===== src/rtl/cga_mode_loader_pkg.sv =====
// Shared constants for the CGA mode loader: I/O offsets, FSM state types and the
// BIOS mode table with the helper that expands it into the 35-entry write list.
package cga_mode_loader_pkg;

   localparam logic [3:0] OFS_CRTC_INDEX = 4'h4;
   localparam logic [3:0] OFS_CRTC_DATA  = 4'h5;
   localparam logic [3:0] OFS_CONTROL    = 4'h8;
   localparam logic [3:0] OFS_COLOR      = 4'h9;
   localparam logic [3:0] OFS_STATUS     = 4'hA;

   localparam logic [7:0] STATUS_VRETRACE = 8'h08;
   localparam logic [7:0] CTRL_VIDEO_EN   = 8'h08;
   localparam logic [5:0] LAST_WRITE      = 6'd34;
   localparam logic [2:0] MODE_ILLEGAL    = 3'd7;

   // R0 occupies the top byte of each table.
   localparam logic [127:0] CRTC_TEXT40 = 128'h38282D0A_1F06191C_02070607_00000000;
   localparam logic [127:0] CRTC_TEXT80 = 128'h71505A0A_1F06191C_02070607_00000000;
   localparam logic [127:0] CRTC_GFX    = 128'h38282D0A_7F066470_02010607_00000000;

   typedef enum logic [1:0] {StIdle, StVwait, StWr, StFin} state_e;
   typedef enum logic [1:0] {CycIdle, CycSetup, CycStrobe, CycHold} cyc_state_e;

   typedef struct packed {
      logic [3:0] ofs;
      logic [7:0] data;
   } wr_entry_t;

   function automatic logic [7:0] mode_ctrl(input logic [2:0] mode);
      logic [7:0] c;
      case (mode)
         3'd0:    c = 8'h2C;
         3'd1:    c = 8'h28;
         3'd2:    c = 8'h2D;
         3'd3:    c = 8'h29;
         3'd4:    c = 8'h2A;
         3'd5:    c = 8'h2E;
         3'd6:    c = 8'h1E;
         default: c = 8'h00;
      endcase
      return c;
   endfunction

   function automatic logic [7:0] mode_color(input logic [2:0] mode);
      return (mode == 3'd6) ? 8'h3F : 8'h30;
   endfunction

   function automatic logic [7:0] crtc_reg(input logic [2:0] mode, input logic [3:0] n);
      logic [127:0] tbl;
      if (mode <= 3'd1)      tbl = CRTC_TEXT40;
      else if (mode <= 3'd3) tbl = CRTC_TEXT80;
      else                   tbl = CRTC_GFX;
      return tbl[{~n, 3'b000} +: 8];
   endfunction

   function automatic wr_entry_t list_entry(input logic [2:0] mode, input logic [5:0] idx);
      wr_entry_t  e;
      logic [4:0] k;
      k = 5'(idx - 6'd1);
      if (idx == 6'd0) begin
         e = '{ofs: OFS_CONTROL, data: mode_ctrl(mode) & ~CTRL_VIDEO_EN};
      end else if (idx <= 6'd32) begin
         // Odd list positions select the register, even ones carry its value.
         if (k[0]) e = '{ofs: OFS_CRTC_DATA, data: crtc_reg(mode, k[4:1])};
         else      e = '{ofs: OFS_CRTC_INDEX, data: {4'h0, k[4:1]}};
      end else if (idx == 6'd33) begin
         e = '{ofs: OFS_COLOR, data: mode_color(mode)};
      end else begin
         e = '{ofs: OFS_CONTROL, data: mode_ctrl(mode)};
      end
      return e;
   endfunction

endpackage


===== src/rtl/cga_mode_loader_if.sv =====
// ISA I/O bus lines shared between the loader (master) and the CGA adapter (slave).
interface cga_mode_loader_if;
   logic [14:0] bus_a;
   logic [7:0]  bus_d;
   logic [7:0]  bus_in;
   logic        bus_ior_l;
   logic        bus_iow_l;
   logic        bus_aen;

   modport master (
      output bus_a, bus_d, bus_ior_l, bus_iow_l, bus_aen,
      input  bus_in
   );

   modport slave (
      input  bus_a, bus_d, bus_ior_l, bus_iow_l, bus_aen,
      output bus_in
   );
endinterface


===== src/rtl/cga_io_cycle.sv =====
// Runs one SETUP/STROBE/HOLD ISA I/O cycle per accepted request; ack marks HOLD,
// where a new request is accepted so cycles can run back to back.
module cga_io_cycle
   import cga_mode_loader_pkg::*;
#(
   parameter int unsigned SETUP_CYCLES  = 2,
   parameter int unsigned STROBE_CYCLES = 4
) (
   input  logic        clk,
   input  logic        reset,
   input  logic        req,
   input  logic        we,
   input  logic [14:0] addr,
   input  logic [7:0]  wdata,
   output logic        ack,
   output logic [7:0]  rdata,
   output logic [14:0] bus_a,
   output logic [7:0]  bus_d,
   output logic        bus_ior_l,
   output logic        bus_iow_l,
   output logic        bus_aen,
   input  logic [7:0]  bus_in
);

   cyc_state_e  state_q, state_d;
   logic [3:0]  cnt_q, cnt_d;
   logic [14:0] a_q, a_d;
   logic [7:0]  d_q, d_d, rdata_q, rdata_d;
   logic        we_q, we_d, ior_q, ior_d, iow_q, iow_d, aen_q, aen_d;

   always_comb begin
      state_d = state_q;
      cnt_d   = cnt_q;
      a_d     = a_q;
      d_d     = d_q;
      we_d    = we_q;
      ior_d   = ior_q;
      iow_d   = iow_q;
      aen_d   = aen_q;
      rdata_d = rdata_q;
      unique case (state_q)
         CycIdle, CycHold: begin
            if (req) begin
               state_d = CycSetup;
               cnt_d   = 4'(SETUP_CYCLES - 1);
               a_d     = addr;
               d_d     = wdata;
               we_d    = we;
               aen_d   = 1'b0;
            end else if (state_q == CycHold) begin
               state_d = CycIdle;
               aen_d   = 1'b1;
            end
         end
         CycSetup: begin
            if (cnt_q == 4'd0) begin
               state_d = CycStrobe;
               cnt_d   = 4'(STROBE_CYCLES - 1);
               iow_d   = ~we_q;
               ior_d   = we_q;
            end else begin
               cnt_d = cnt_q - 4'd1;
            end
         end
         CycStrobe: begin
            if (cnt_q == 4'd0) begin
               state_d = CycHold;
               iow_d   = 1'b1;
               ior_d   = 1'b1;
               rdata_d = bus_in;
            end else begin
               cnt_d = cnt_q - 4'd1;
            end
         end
         default: state_d = CycIdle;
      endcase
   end

   always_ff @(posedge clk or posedge reset) begin
      if (reset) begin
         state_q <= CycIdle;
         cnt_q   <= 4'd0;
         a_q     <= 15'd0;
         d_q     <= 8'd0;
         we_q    <= 1'b0;
         ior_q   <= 1'b1;
         iow_q   <= 1'b1;
         aen_q   <= 1'b1;
         rdata_q <= 8'd0;
      end else begin
         state_q <= state_d;
         cnt_q   <= cnt_d;
         a_q     <= a_d;
         d_q     <= d_d;
         we_q    <= we_d;
         ior_q   <= ior_d;
         iow_q   <= iow_d;
         aen_q   <= aen_d;
         rdata_q <= rdata_d;
      end
   end

   assign ack       = (state_q == CycHold);
   assign rdata     = rdata_q;
   assign bus_a     = a_q;
   assign bus_d     = d_q;
   assign bus_ior_l = ior_q;
   assign bus_iow_l = iow_q;
   assign bus_aen   = aen_q;

endmodule


===== src/rtl/cga_mode_loader.sv =====
// Programs a CGA adapter into BIOS mode 0-6 over ISA I/O, optionally after waiting
// for the start of vertical retrace.
module cga_mode_loader
   import cga_mode_loader_pkg::*;
#(
   parameter logic [15:0] IO_BASE_ADDR  = 16'h3d0,
   parameter int unsigned SETUP_CYCLES  = 2,
   parameter int unsigned STROBE_CYCLES = 4,
   parameter bit          WAIT_VSYNC    = 1'b1,
   parameter logic [23:0] VSYNC_TIMEOUT = 24'd1000000
) (
   input  logic               clk,
   input  logic               reset,
   input  logic               start,
   input  logic [2:0]         mode_sel,
   cga_mode_loader_if.master  bus,
   output logic               busy,
   output logic               done,
   output logic               err
);

   state_e      state_q, state_d;
   logic [2:0]  mode_q, mode_d;
   logic [5:0]  idx_q, idx_d;
   logic [23:0] tmo_q, tmo_d;
   logic        seen0_q, seen0_d, busy_q, busy_d, done_q, done_d, err_q, err_d;

   logic        io_req, io_we, io_ack, vretrace, found, expired;
   logic [3:0]  io_ofs;
   logic [7:0]  io_wdata, io_rdata;
   wr_entry_t   ent;

   assign vretrace = |(io_rdata & STATUS_VRETRACE);
   assign found    = io_ack && seen0_q && vretrace;
   assign expired  = (tmo_q >= VSYNC_TIMEOUT);

   always_comb begin
      state_d  = state_q;
      mode_d   = mode_q;
      idx_d    = idx_q;
      tmo_d    = tmo_q;
      seen0_d  = seen0_q;
      busy_d   = busy_q;
      done_d   = 1'b0;
      err_d    = err_q;
      io_req   = 1'b0;
      io_we    = 1'b0;
      io_ofs   = OFS_STATUS;
      io_wdata = 8'h00;
      // In WR the request presented on ack is the entry after the one finishing.
      ent = list_entry((state_q == StIdle) ? mode_sel : mode_q,
                       (state_q == StWr) ? idx_q + 6'd1 : 6'd0);
      unique case (state_q)
         StIdle: begin
            if (start) begin
               mode_d  = mode_sel;
               err_d   = 1'b0;
               idx_d   = 6'd0;
               tmo_d   = 24'd0;
               seen0_d = 1'b0;
               busy_d  = 1'b1;
               if (mode_sel == MODE_ILLEGAL) begin
                  err_d   = 1'b1;
                  state_d = StFin;
               end else if (WAIT_VSYNC) begin
                  io_req  = 1'b1;
                  state_d = StVwait;
               end else begin
                  io_req   = 1'b1;
                  io_we    = 1'b1;
                  io_ofs   = ent.ofs;
                  io_wdata = ent.data;
                  state_d  = StWr;
               end
            end
         end
         StVwait: begin
            if (!expired) tmo_d = tmo_q + 24'd1;
            if (io_ack) begin
               seen0_d = seen0_q | ~vretrace;
               if (found) begin
                  io_req   = 1'b1;
                  io_we    = 1'b1;
                  io_ofs   = ent.ofs;
                  io_wdata = ent.data;
                  idx_d    = 6'd0;
                  state_d  = StWr;
               end else if (expired) begin
                  err_d   = 1'b1;
                  done_d  = 1'b1;
                  busy_d  = 1'b0;
                  state_d = StFin;
               end else begin
                  io_req = 1'b1;
               end
            end
         end
         StWr: begin
            if (io_ack) begin
               if (idx_q == LAST_WRITE) begin
                  done_d  = 1'b1;
                  busy_d  = 1'b0;
                  state_d = StFin;
               end else begin
                  io_req   = 1'b1;
                  io_we    = 1'b1;
                  io_ofs   = ent.ofs;
                  io_wdata = ent.data;
                  idx_d    = idx_q + 6'd1;
               end
            end
         end
         StFin: begin
            // A rejected mode arrives here still busy and emits its done pulse now.
            if (busy_q) begin
               done_d = 1'b1;
               busy_d = 1'b0;
            end
            state_d = StIdle;
         end
         default: state_d = StIdle;
      endcase
   end

   always_ff @(posedge clk or posedge reset) begin
      if (reset) begin
         state_q <= StIdle;
         mode_q  <= 3'd0;
         idx_q   <= 6'd0;
         tmo_q   <= 24'd0;
         seen0_q <= 1'b0;
         busy_q  <= 1'b0;
         done_q  <= 1'b0;
         err_q   <= 1'b0;
      end else begin
         state_q <= state_d;
         mode_q  <= mode_d;
         idx_q   <= idx_d;
         tmo_q   <= tmo_d;
         seen0_q <= seen0_d;
         busy_q  <= busy_d;
         done_q  <= done_d;
         err_q   <= err_d;
      end
   end

   assign busy = busy_q;
   assign done = done_q;
   assign err  = err_q;

   cga_io_cycle #(
      .SETUP_CYCLES  (SETUP_CYCLES),
      .STROBE_CYCLES (STROBE_CYCLES)
   ) u_io_cycle (
      .clk       (clk),
      .reset     (reset),
      .req       (io_req),
      .we        (io_we),
      .addr      (IO_BASE_ADDR[14:0] + {11'd0, io_ofs}),
      .wdata     (io_wdata),
      .ack       (io_ack),
      .rdata     (io_rdata),
      .bus_a     (bus.bus_a),
      .bus_d     (bus.bus_d),
      .bus_ior_l (bus.bus_ior_l),
      .bus_iow_l (bus.bus_iow_l),
      .bus_aen   (bus.bus_aen),
      .bus_in    (bus.bus_in)
   );

endmodule


===== src/flat_wrapper.sv =====
// flat-port wrapper written by rule: the top's interface ports become plain ports
module cga_mode_loader_flat import cga_mode_loader_pkg::*;
#(
   parameter logic [15:0] IO_BASE_ADDR  = 16'h3d0,
   parameter int unsigned SETUP_CYCLES  = 2,
   parameter int unsigned STROBE_CYCLES = 4,
   parameter bit          WAIT_VSYNC    = 1'b1,
   parameter logic [23:0] VSYNC_TIMEOUT = 24'd1000000
)
  (clk, reset, start, mode_sel, busy, done, err, bus_bus_a, bus_bus_d, bus_bus_ior_l, bus_bus_iow_l, bus_bus_aen, bus_bus_in);
  cga_mode_loader_if bus_i ();
  input  logic clk;
  input  logic reset;
  input  logic start;
  input  logic [2:0] mode_sel;
  output logic busy;
  output logic done;
  output logic err;
  output wire logic [$bits(bus_i.bus_a)-1:0] bus_bus_a;
  output wire logic [$bits(bus_i.bus_d)-1:0] bus_bus_d;
  output wire logic [$bits(bus_i.bus_ior_l)-1:0] bus_bus_ior_l;
  output wire logic [$bits(bus_i.bus_iow_l)-1:0] bus_bus_iow_l;
  output wire logic [$bits(bus_i.bus_aen)-1:0] bus_bus_aen;
  input wire logic [$bits(bus_i.bus_in)-1:0] bus_bus_in;
  assign bus_bus_a = bus_i.bus_a;
  assign bus_bus_d = bus_i.bus_d;
  assign bus_bus_ior_l = bus_i.bus_ior_l;
  assign bus_bus_iow_l = bus_i.bus_iow_l;
  assign bus_bus_aen = bus_i.bus_aen;
  assign bus_i.bus_in = bus_bus_in;
  cga_mode_loader #(.IO_BASE_ADDR(IO_BASE_ADDR), .SETUP_CYCLES(SETUP_CYCLES), .STROBE_CYCLES(STROBE_CYCLES), .WAIT_VSYNC(WAIT_VSYNC), .VSYNC_TIMEOUT(VSYNC_TIMEOUT)) u_core (.clk(clk), .reset(reset), .start(start), .mode_sel(mode_sel), .bus(bus_i), .busy(busy), .done(done), .err(err));
endmodule

===== config.mk =====
export PLATFORM = sky130hd
export DESIGN_NAME = cga_mode_loader_flat
export DESIGN_NICKNAME = d
export VERILOG_FILES = /design/src/rtl/cga_mode_loader_pkg.sv /design/src/rtl/cga_mode_loader_if.sv /design/src/rtl/cga_io_cycle.sv /design/src/rtl/cga_mode_loader.sv /design/src/flat_wrapper.sv
export SDC_FILE = /design/constraint.sdc
export NUM_CORES = 1
export LEC_CHECK = 0
export BUFFER_PORTS_ARGS = -buffer_cell sky130_fd_sc_hd__buf_4
export CAP_MARGIN = 0
export CORE_UTILIZATION = 45
export CTS_CLUSTER_SIZE = 10
export DETAILED_ROUTE_END_ITERATION = 8
export GPL_TIMING_DRIVEN = 0
export SLEW_MARGIN = 5
export SYNTH_ARGS = -nofsm -noshare
export SYNTH_HDL_FRONTEND = slang
export SYNTH_SLANG_ARGS = --single-unit

===== constraint.sdc =====
create_clock -name clk -period 3.87 [get_ports clk]
set_clock_uncertainty 0.05 [all_clocks]
set_input_delay 0.5805 -clock clk [delete_from_list [all_inputs] [get_ports clk]]
set_output_delay 0.5805 -clock clk [all_outputs]
set_load 0.02 [all_outputs]

==> Yosys cells after proc, flatten, opt, wreduce, memory -nomap -nowiden <==
Cells that the tools add are included.
{ "totals": {"reg_bits": 76, "latch_bits": 0, "ram_bits": 0, "romBits": 0, "in_bits": 14, "output_inout_bits": 29, "word_cells": 176, "n_memories": 0} }
{ "classes": {"add_sub_neg": 5, "n_mul": 0, "div_mod_pow": 0, "magnitude_cmp": 4, "eq_ne": 30, "shift": 1, "muxes": 90, "bitwise": 4, "n_reduce_logical": 25} }
{ "ops": {"columns": ["op", "count"], "rows": [
  ["$mux W128", 4],
  ["$shiftx A128 B8 Y8", 1],
  ["$mux W127", 1],
  ["$mux W24", 2],
  ["$pmux W24 S2", 1],
  ["$pmux W6 S7", 1],
  ["$mux W6", 6],
  ["$mux W1", 33],
  ["$mux W4", 8],
  ["$mux W8", 4],
  ["$add A24 B1 Y24 const B", 1],
  ["$ge A24 B20 Y1 const B", 1],
  ["$mux W12", 2],
  ["$mux W2", 11],
  ["$mux W9", 2],
  ["$pmux W6 S3", 1],
  ["$ne A2 B2 Y1 const B", 8],
  ["$pmux W8 S2", 1],
  ["$eq A3 B3 Y1 const B", 4],
  ["$eq A6 B6 Y1 const B", 2],
  ["$pmux W4 S3", 1],
  ["$reduce_and A3 Y1", 4],
  ["$reduce_and A6 Y1", 2],
  ["$add A10 B4 Y11 const A", 1],
  ["other kinds (32)", 57]
]} }

==> Longest topological paths before layout <==
{ "depth": {"depth_word": 16, "mapped_depth": 16, "ltp_nobuf": 12} }

==> Hierarchy <==
A second synthesis with hierarchy kept.
{ "unflattened": {"hier_cells": 479, "hier_area_um2": 4725.8} }
{ "modules_own_cells": {"columns": ["module", "instances", "cells_each", "area_per_inst_um2", "seq_area_each_um2"], "rows": [
  ["cga_mode_loader", 1, 355, 2990.4, 975.9],
  ["cga_io_cycle", 1, 124, 1735.4, 1029.7]
]} }

==> Least setup slack after synthesis <==
OpenSTA, ideal clock, no wires.
{ "synth_path": {"kind": "reg2reg", "from": "reg u_core.state_q[0]", "to": "reg u_core.u_io_cycle.d_q[2], in the netlist u_core.u_io_cycle.bus_d[2]", "setup_ps": 110, "t_arrival_ps": 3101, "required_ps": 3710, "setup_slack_ps": 609, "path_stages_with_launch": 16, "n_path_buf": 3, "synth_period_minus_slack_ps": 3261, "path_cell_list": "dfrtp_1 > inv_1 > ha_1 > clkbuf_1 > clkbuf_1 > nand2b_1 > ha_1 > buf_2 > o21ai_0 > o221a_1 > a2111oi_4 > o21ai_1 > and3_1 > o2111ai_1 > a211oi_1 > o41ai_1"} }
{ "synth_between": {"elab_chain_cells": 15, "elab_cells_between_ends": 38, "classes_between": "1 x add/sub; 3 x order compare; 9 x eq/ne; 1 x shift; 19 x mux; 1 x bitwise; 4 x reduce/logical"} }
{ "synth_rtl": {"columns": ["item", "line_no", "text"], "rows": [
  ["start, declared", "cga_mode_loader.sv:22", "state_e state_q, state_d;"],
  ["start signal, assigned", "cga_mode_loader.sv:127", "state_q <= StIdle;"],
  ["start signal, assigned", "cga_mode_loader.sv:136", "state_q <= state_d;"],
  ["$logic_not A2 Y1", "cga_mode_loader.sv:51, cga_mode_loader.sv:53", null],
  ["$mux W3", "cga_mode_loader.sv:51", "ent = list_entry((state_q == StIdle) ? mode_sel : mode_q,"],
  ["$le A3 B2 Y1", "cga_mode_loader_pkg.sv:51", "else if (mode <= 3'd3) tbl = CRTC_TEXT80;"],
  ["$mux W127", "cga_mode_loader_pkg.sv:51", null],
  ["$mux W128", "cga_mode_loader_pkg.sv:50", "if (mode <= 3'd1) tbl = CRTC_TEXT40;"],
  ["$mux W128", "cga_mode_loader_pkg.sv:64", "if (k[0]) e = '{ofs: OFS_CRTC_DATA, data: crtc_reg(mode, k[4:1])};"],
  ["$mux W128", "cga_mode_loader_pkg.sv:62", "end else if (idx <= 6'd32) begin"],
  ["$mux W128", "cga_mode_loader_pkg.sv:60", "if (idx == 6'd0) begin"],
  ["$shiftx A128 B8 Y8", "cga_mode_loader_pkg.sv:53", "return tbl[{~n, 3'b000} +: 8];"],
  ["$mux W9", "cga_mode_loader_pkg.sv:64", null],
  ["$mux W12", "cga_mode_loader_pkg.sv:62", null],
  ["$mux W12", "cga_mode_loader_pkg.sv:60", null],
  ["$mux W8, on equally long branches", "cga_mode_loader.sv:100, cga_mode_loader.sv:81", null],
  ["$mux W8, on equally long branches", "cga_mode_loader.sv:99, cga_mode_loader.sv:79", null],
  ["$pmux W8 S2", "cga_mode_loader.sv:53", "unique case (state_q)"],
  ["end signal, assigned", "cga_io_cycle.sv:84", "d_q <= 8'd0;"],
  ["end signal, assigned", "cga_io_cycle.sv:94", "d_q <= d_d;"],
  ["end, declared", "cga_io_cycle.sv:28", "logic [7:0] d_q, d_d, rdata_q, rdata_d;"]
]} }
Parallel ways exist; a longest one is shown, timed or not. The select of a mux whose other input is x is not followed.
A chain may end at the register's enable or synchronous reset.

==> Worst setup path in the final report <==
Ends and elaborated chain as after synthesis.

==> out/results.ini <==
[cts]
tritoncts=built
clock_path_buffers=2
cts_buffers=9
clock_latency_ps=340
cts_setup_buffers=0
clk_pin_slew_ps=80
cts_num_sinks=62
hold_buffers=0
cts-htree-levels=3
root_buffer=clkbuf_8

[floorplanning]
rows=35
dieArea_sq_um=9890
start_util=0.463
fp.dieW_microns=99.5
core-area_sq_um=9240
io_pins=43
die_y_microns=99.5

[synthesis]
synthDistinctLibCells=60
synth_warnings=0
async_flop_share=1.00
synth_cells=523
avgSynthCellArea_sq_um=8.17
synth-edff-count=0
ys_seq_area_frac=0.364
synth_ff_type=dfrtp_1
synth_area_sq_um=4280
ys_seq_elements=62

[routing]
drt_iter0_markers=220
antenna_left=0
avgViaCountPerCell=5.54
wl_per_cell_microns=14.6
drc=0
wirelength_microns=10300
vias=3890
first_pass_iters=4

[finish]
synthToLayoutAreaGrowth_pct=13.6
diodes=0
fillers=890
multi_input_area_sq_um=2470
final_cell_area_sq_um=4860
drive_above_1_share=0.147
finalNetCount=600
seq_area_sq_um=1560
final_cells=702

[min_path]
hold_class=input port to async pin

[power]
leakage_nw=2.16
total_power_mw=3.42
power_density_nw_per_um2=704
vdd_drop_max_uv=227

[critical_path]
r2r_start=u_core.state_q[0]$_DFFE_PP0P_
endpoint_kind=flip-flop
arrival_ps=3680
cp_max_fo=10
reg2reg_to=u_core.u_io_cycle.bus_d[2]$_DFFE_PP0P_
cp-start-kind=flip-flop
required_ps=4050
setup.reg_to_reg.worst_slack_ps=380
reg2reg_depth=15
critPathKind=flip-flop to flip-flop

[place]
dpl-instance-area_sq_um=4670
port_buffers=28
dp_cells=686
dp_hpwl_microns=7660
dp_slack_ps=-28.3
gp_congestion=0.887

[sta]
min_period_ps=3490
max-slew-margin-rel=0.489
drv_slew=0
timing.fmax_mhz=286
setup-violations-final=0
fin_crit_sh=0.902
finalHoldViolCount=0
grt_setup_unrepaired=no
worst_slack_ps=378
tns_ps=0
worst_pin_slew_ps=766

[global_routing]
antenna_found_initial=0
grt-ovfl-total=0
grt_pass1_vias=3597
grtUsageTotal=0.218
grt_max_degree=63
grt_pass1_wl_microns=17300

[status]
status=finished clean

[flow_run]
max-cap-violations=0

stage by stage:
step | util | hold slack, ps
final | 0.526 | 314
after global routing | 0.526 | 379
after CTS | 0.525 | 362
after detailed placement | 0.506 | 419
after global placement | 0.505 | 413
after floorplan | - | 387
timing repair:
action | CTS | global route
setup endpoints to repair | 3 | 5
pin swaps | 0 | 1
resized for setup | 1 | 5
cell usage in the layout (no fill, tap or decap), types with 4 or more instances in the layout:
cell type / instances
xor2_1: 12
o22ai_1: 5
nand3_1: 20
nand2_1: 62
clkbuf_1: 9
o21ai_0: 49
nand4_1: 8
nor2b_1: 4
a31oi_1: 7
mux2i_1: 6
and2_1: 6
nor3_1: 12
mux2_2: 7
a32oi_1: 5
nor2_1: 54
ha_1: 18
o31ai_1: 5
dfrtp_1: 58
or3_1: 8
nand2b_1: 7
xnor2_1: 12
and3_1: 4
a211oi_1: 5
buf_4: 39
clkbuf_8: 10
inv_1: 26
conb_1: 7
buf_2: 9
a21oi_1: 34
synthesized netlist by cell type, types with 3 or more instances:
cell type / n / area (sq um)
nand2_1: 62 / 233
dfrtp_1: 59 / 1480
nor2_1: 54 / 203
o21ai_0: 49 / 245
a21oi_1: 34 / 170
inv_1: 27 / 101
nand3_1: 20 / 100
ha_1: 18 / 225
nor3_1: 12 / 60.1
xnor2_1: 12 / 105
xor2_1: 12 / 105
buf_4: 11 / 82.6
clkbuf_1: 11 / 41.3
buf_2: 8 / 40.0
nand2b_1: 8 / 50.1
nand4_1: 8 / 50.1
or3_1: 8 / 50.1
a31oi_1: 7 / 43.8
mux2_2: 7 / 78.8
and2_1: 6 / 37.5
mux2i_1: 6 / 60.1
a211oi_1: 5 / 37.5
a32oi_1: 5 / 43.8
o22ai_1: 5 / 31.3
o31ai_1: 5 / 37.5
and3_1: 4 / 25.0
nor2b_1: 4 / 25.0
a21boi_0: 3 / 22.5
a21o_1: 3 / 22.5
dfstp_2: 3 / 78.8
o211ai_1: 3 / 22.5
o221ai_1: 3 / 26.3
o32ai_1: 3 / 26.3
or2_2: 3 / 18.8
cells by family after synthesis:
| group | share of synthesized area |
|---|---|
| simple gates | 0.218 |
| compound gates | 0.216 |
| flops | 0.364 |
| buf+inv | 0.0664 |
| xor+xnor | 0.0492 |
| fa+ha+maj | 0.0527 |
| mux | 0.0325 |
| other cells | 0.000877 |
layout make-up:
cell class	count	share of cell area
Buffer	33	0.0381
Multi-Input combinational cell	407	0.508
Sequential cell	62	0.320
Tap cell	129	0.0332
Inverter	27	0.0214
Timing Repair Buffer	28	0.0433
Clock inverter	6	0.00773
Clock buffer	10	0.0283
power breakdown:
part           total, mW  switching, mW  internal (mW)
registers          0.927          0.135          0.791
logic               1.98           1.23          0.749
clock network      0.515          0.269          0.246
state kept, by name (all words and copies together) (netlist names):
signal / flops
u_core.idx_q: 6
u_core.u_io_cycle.bus_aen: 1
u_core.u_io_cycle.cnt_q: 4
u_core.u_io_cycle.state_q: 2
u_core.seen0_q: 1
u_core.u_io_cycle.bus_d: 7
u_core.u_io_cycle.bus_a: 5
u_core.u_io_cycle.bus_ior_l: 1
u_core.err: 1
u_core.u_io_cycle.rdata: 1
u_core.u_io_cycle.we_q: 1
u_core.done: 1
u_core.mode_q: 3
u_core.busy: 1
u_core.u_io_cycle.bus_iow_l: 1
u_core.state_q: 2
u_core.tmo_q: 24
worst max path at each step:
| stage | start | endpoint | slack [ps] | depth (start not counted) |
|---|---|---|---|---|
| finish | u_core.state_q[0]$_DFFE_PP0P_ | u_core.u_io_cycle.bus_d[2]$_DFFE_PP0P_ | 380 | 15 |
| global route | u_core.state_q[0]$_DFFE_PP0P_ | u_core.u_io_cycle.bus_d[2]$_DFFE_PP0P_ | 110 | 15 |
| CTS | u_core.state_q[0]$_DFFE_PP0P_ | u_core.u_io_cycle.bus_d[2]$_DFFE_PP0P_ | 30 | 15 |
| detailed placement | u_core.state_q[0]$_DFFE_PP0P_ | u_core.u_io_cycle.bus_d[2]$_DFFE_PP0P_ | -30 | 15 |
| global placement | u_core.state_q[0]$_DFFE_PP0P_ | u_core.u_io_cycle.bus_d[2]$_DFFE_PP0P_ | 90 | 15 |
| floorplan | u_core.state_q[0]$_DFFE_PP0P_ | u_core.u_io_cycle.bus_d[2]$_DFFE_PP0P_ | 610 | 15 |
critical path, cell delays in order (launching register included):
cell and delay, ps:
dfrtp_2 430, inv_1 80, ha_1 250, clkbuf_2 210, buf_2 240, nand2b_4 110
ha_1 160, buf_2 210, o21ai_0 120, o221a_1 270, a2111oi_4 310, o21ai_1 120
and3_1 200, o2111ai_1 200, a211oi_1 80, o41ai_1 350
routing by layer:
metal | vias to the layer above | part of all wire | global-route usage
li1 | 1933 | - | -
met1 | 1868 | 0.50 | 0.302
met2 | 81 | 0.46 | 0.361
met3 | 8 | 0.034 | 0.0379
met4 | 0 | 0.0061 | 0.0430
met5 | - | 0 | 0
Power figures use the tool's default switching activity.
